`src/rtl/bist_ctrl_s820.sv`:
```
// BIST driver/observer for the s820 CUT: LFSR stimulus, MISR compaction.
// Optional BIST_SIG_OUT_EN exposes the running signature and pattern index.
module bist_ctrl_s820 #(
    parameter int          PI_W     = 18,
    parameter int          PO_W     = 19,
    parameter int          NUM_PAT  = 256,
    parameter int          INIT_CYC = 2,
    parameter logic [23:0] SEED     = 24'h000001,
    parameter logic [23:0] GOLDEN   = 24'h000000
) (
    input  logic            CK,
    input  logic            RN,
    input  logic            start,
    output logic            busy,
    output logic            done,
    output logic            pass,
    output logic            cut_clr,
    output logic [PI_W-1:0] cut_pi,
    input  logic [PO_W-1:0] cut_po
`ifdef BIST_SIG_OUT_EN
    ,
    output logic [23:0]     sig,
    output logic [15:0]     pat_idx
`endif
);

    typedef enum logic [2:0] {IDLE, INIT, RUN, CMP, DONE} state_t;

    localparam logic [15:0] INIT_LAST = 16'(INIT_CYC - 1);
    localparam logic [15:0] PAT_LAST  = 16'(NUM_PAT - 1);

    state_t      state, state_n;
    logic [23:0] lfsr, lfsr_n;
    logic [23:0] misr, misr_n;
    logic [15:0] cnt, cnt_n;
    logic        pass_q, pass_n;
    logic [23:0] po_ext;

    always_ff @(posedge CK or negedge RN) begin
        if (!RN) begin
            state  <= IDLE;
            lfsr   <= SEED;
            misr   <= '0;
            cnt    <= '0;
            pass_q <= 1'b0;
        end else begin
            state  <= state_n;
            lfsr   <= lfsr_n;
            misr   <= misr_n;
            cnt    <= cnt_n;
            pass_q <= pass_n;
        end
    end

    always_comb begin
        po_ext = '0;
        po_ext[PO_W-1:0] = cut_po;
    end

    always_comb begin
        state_n = state;
        lfsr_n  = lfsr;
        misr_n  = misr;
        cnt_n   = cnt;
        pass_n  = pass_q;
        busy    = 1'b0;
        done    = 1'b0;
        pass    = 1'b0;
        cut_clr = 1'b1;
        cut_pi  = '0;
        unique case (state)
            IDLE: begin
                if (start) begin
                    state_n = INIT;
                    lfsr_n  = SEED;
                    misr_n  = '0;
                    cnt_n   = '0;
                end
            end
            INIT: begin
                busy = 1'b1;
                if (!start) begin
                    state_n = IDLE;
                end else if (cnt == INIT_LAST) begin
                    state_n = RUN;
                    cnt_n   = '0;
                end else begin
                    cnt_n = cnt + 16'd1;
                end
            end
            RUN: begin
                busy    = 1'b1;
                cut_clr = 1'b0;
                cut_pi  = lfsr[PI_W-1:0];
                if (!start) begin
                    state_n = IDLE;
                end else begin
                    // CUT response to pattern k is captured on the same edge
                    lfsr_n = {lfsr[22:0],
                              lfsr[23] ^ lfsr[22] ^ lfsr[21] ^ lfsr[16]};
                    misr_n = {misr[22:0],
                              misr[23] ^ misr[22] ^ misr[21] ^ misr[16]} ^ po_ext;
                    cnt_n  = cnt + 16'd1;
                    if (cnt == PAT_LAST)
                        state_n = CMP;
                end
            end
            CMP: begin
                busy = 1'b1;
                if (!start) begin
                    state_n = IDLE;
                end else begin
                    state_n = DONE;
                    pass_n  = (misr == GOLDEN);
                end
            end
            DONE: begin
                done = 1'b1;
                pass = pass_q;
                if (!start) begin
                    state_n = IDLE;
                    pass_n  = 1'b0;
                end
            end
            default: state_n = IDLE;
        endcase
    end

`ifdef BIST_SIG_OUT_EN
    assign sig     = misr;
    assign pat_idx = (state == RUN) ? cnt : 16'd0;
`endif

endmodule
```
`config.mk`:
```
export PLATFORM = sky130hd
export DESIGN_NAME = bist_ctrl_s820
export DESIGN_NICKNAME = d
export VERILOG_FILES = /design/src/rtl/bist_ctrl_s820.sv
export SDC_FILE = /design/constraint.sdc
export NUM_CORES = 1
export LEC_CHECK = 0
export CORE_MARGIN = 10
export CORE_UTILIZATION = 56
export DETAILED_ROUTE_END_ITERATION = 10
export GPL_TIMING_DRIVEN = 0
export PLACE_DENSITY = 0.83
export SKIP_LAST_GASP = 1
export SYNTH_ARGS = -nofsm -noshare
export SYNTH_HDL_FRONTEND = slang
export SYNTH_SLANG_ARGS = --single-unit
```
`constraint.sdc`:
```
create_clock -name CK -period 2.1 [get_ports CK]
set_input_delay 0.21 -clock CK [delete_from_list [all_inputs] [get_ports CK]]
set_output_delay 0.21 -clock CK [all_outputs]
set_load 0.1 [all_outputs]
```
==> metrics.yaml <==
floorplan:
  chipWidth_um: 100
  fp-row-count: 29
  initial_core_util_pct: 57.1
  ios: 44
  core_area_mm2: 0.00628
  dieArea_mm2: 0.0100
  die_height_um: 100
sta:
  hold_violations: 0
  clock_skew_ps: 5.41
  setup_slack_ps: 59.9
  rsz0062_at_grt: "true"
  tightest_slew_ps: 837
  final-max-slew-violation-count: 0
  timing.fmax_mhz: 490
  timing.slew.headroom_pct: 44.2
  setup_viol: 0
  totalNegativeSetupSlack_ps: 0
  finalCritPeriodShare_pct: 97.1
  min_period_ps: 2040
detailed_routing:
  routed_via_density: 5.67
  drt_pass1_iterations: 4
  wl_per_cell_um: 15.5
  vias: 2966
  drt-initial-drc-count: 172
  post-route-drc-count: 0
  antenna_left: 0
  drt-total-wl_um: 8130
synthesis:
  synth.most_common_cell: "nand2_1"
  synth-main-ff-cell: "dfrtp_1"
  netlist_top_cells_area: "dfrtp_1 (47%), nand2_1 (7.6%), xor2_1 (5.1%)"
  syn_inst: 380
  ys_top_cells_by_count: "nand2_1 (73), dfrtp_1 (67), nand3_1 (31)"
  syn_area_mm2: 0.00358
  async_flop_share_pct: 100
  ys_seq_elements: 68
  synth.avg_cell_area_um2: 9.43
  synth_top_area_share_pct: 46.8
  yosysWarningCount: 0
  yosysSeqAreaShare_pct: 47.5
  yosysUniqueCellTypes: 45
  synth_top_area_cell: "dfrtp_1"
  synth_edf_count: 0
  syn_nets: 405
clocking:
  clkSinkCount: 68
  cts_buffers: 9
  insertion_delay_ps: 340
  clk_path_buf_depth: 2
  htree_levels: 3
  ctsRootBufferMaster: "clkbuf_8"
  cts_tree: "built"
  path_clk_slew_ps: 80
critical_path:
  rr_startpoint: "cnt[13]"
  criticalPathCategory: "flip-flop to flip-flop"
  ff2ff_path_depth: 6
  start_kind: "flip-flop"
  r2r-end: "cnt[14]"
  reg2reg_slack_ps: 60
  crit_chain: "or4_4 > nor4_4 > o31a_4 > buf_8 > a2bb2oi_2 > o31ai_1"
  worstPathRequired_ps: 2330
  critPathMaxFanout: 8
  arrival_ps: 2270
  slowest_stage: "or4_4"
  crit_start: "cnt[13]"
  cp-end-kind: "flip-flop"
  slowest_delay_ps: 550
power:
  p_comb_share_pct: 39.6
  power_density_mw_per_mm2: 1120
  p_switching_mw: 1.91
  internal_power_mw: 3.13
  sw_frac_of_total_pct: 37.9
  power.total_mw: 5.04
  seqPwrFrac_pct: 36.1
  ir_drop_mv: 0.993
  clock_power_share_pct: 24.2
  p_leak_nw: 2.20
layout:
  syn2layout_area_growth_pct: 25.7
  antenna_cells: 0
  stdcell_count: 523
  num-nets-final: 466
  fillers: 455
  drive_gt1_share_pct: 20.9
global_routing:
  overflow: 0
  grt_max_degree: 69
  grt_first_pass_wirelength_um: 13300
  track_usage_pct: 15.8
  antenna_found_initial: 0
  grt_pass1_vias: 2842
outcome:
  status: "finished clean"
placement:
  dp_hpwl_um: 5400
  placedCellCount: 499
  gp_congestion: 0.876
  dp_worst_setup_slack_ps: -691
  port_buffers: 42
run:
  max_cap_violations: 0
hold_path:
  hold_depth: 2
  hp-start: "start"
  hp-class: "primary input to flip-flop"
  holdPathEnd: "state[2]"
==> timing repair <==
action | CTS | global route
pin swaps | 2 | 3
cloned | 0 | 1
setup buffers | 3 | 4
gates resized for setup | 144 | 32
hold buffers | 1 | 0
endpoints found under the hold margin | 22 | 0
setup endpoints to repair | 30 | 57
==> how the worst max path moves through the flow <==
| stage | slack (ps) | end |
|---|---|---|
| 4_1_cts | 1 | done |
| 2_1_floorplan | -100 | pass |
| 6_report | 60 | cnt[14] |
| 3_5_place_dp | -690 | cut_pi[15] |
| 3_3_place_gp | -1410 | misr[16] |
| 5_1_grt | -10 | cnt[14] |
==> routing by layer <==
layer	share of wire, %	wire length [µm]	track usage [%]
met1	44	3560	20.4
met3	6.1	492	3.91
met5	0	0	0
met2	49	3950	24.6
met4	1.6	131	7.28
==> cell type report <==
class | count | area [µm²] | area share, %
sequential | 68 | 1710 | 37.9
multi-input combinational | 266 | 1660 | 36.9
timing repair buffer | 51 | 553 | 12.3
buffer | 40 | 241 | 5.36
clock buffer | 10 | 138 | 3.05
tap | 77 | 96.3 | 2.14
clock inverter | 6 | 86.3 | 1.92
inverter | 5 | 22.5 | 0.500
==> logic make-up after synthesis <==
group,synth area share (%)
xor gates and xnor gates,5.87
buffers and inverters,7.02
muxes,1.71
AOI/OAI and AO/OA,12.1
adders and majority gates,1.05
DFF,47.5
and+or+nand+nor,24.7
==> through the flow <==
step / hold slack, ps / area (µm²) / util [%]
floorplan: -85.6 / 3610 / -
finish: 383 / 4510 / 71.8
CTS: 316 / 4390 / 69.9
global route: 402 / 4510 / 71.8
global placement: 454 / 4120 / 65.7
detailed placement: 362 / 4120 / 65.7
==> critical path, delay by kind of cell, from the launching register on <==
kind | cells | cell delay, ps
DFF | 1 | 460
AOI/OAI and AO/OA | 3 | 450
buffers and inverters | 1 | 130
and+or+nand+nor | 2 | 880
==> registers in the layout, summed over array words and instances, names as in the netlist <==
signal	flops
misr	24
state	3
pass_q	1
cnt	16
lfsr	24
==> cells in the final DEF, fill, tap and decap left out, types with 6 or more instances in the layout <==
cell,n
nand2_1,73
dfrtp_1,64
nand3_1,31
buf_4,29
xor2_1,21
a22o_1,19
clkdlybuf4s50_1,19
and2_1,18
nor2_1,13
clkbuf_1,12
clkbuf_8,10
o21ai_0,9
clkbuf_4,8
o31ai_1,8
nand4_1,7
buf_12,7
nor2b_1,6
a21oi_1,6
==> power by group through the flow <==
stage	Combinational, mW	Clock, mW	Sequential [mW]
final	2.00	1.22	1.82
after global routing	2.16	1.29	1.85
after CTS	1.77	1.23	1.80
after detailed placement	1.70	0	1.82
after global placement	1.66	0	1.80
after floorplan	1.34	0	1.75
Power figures use the tool's default switching activity.
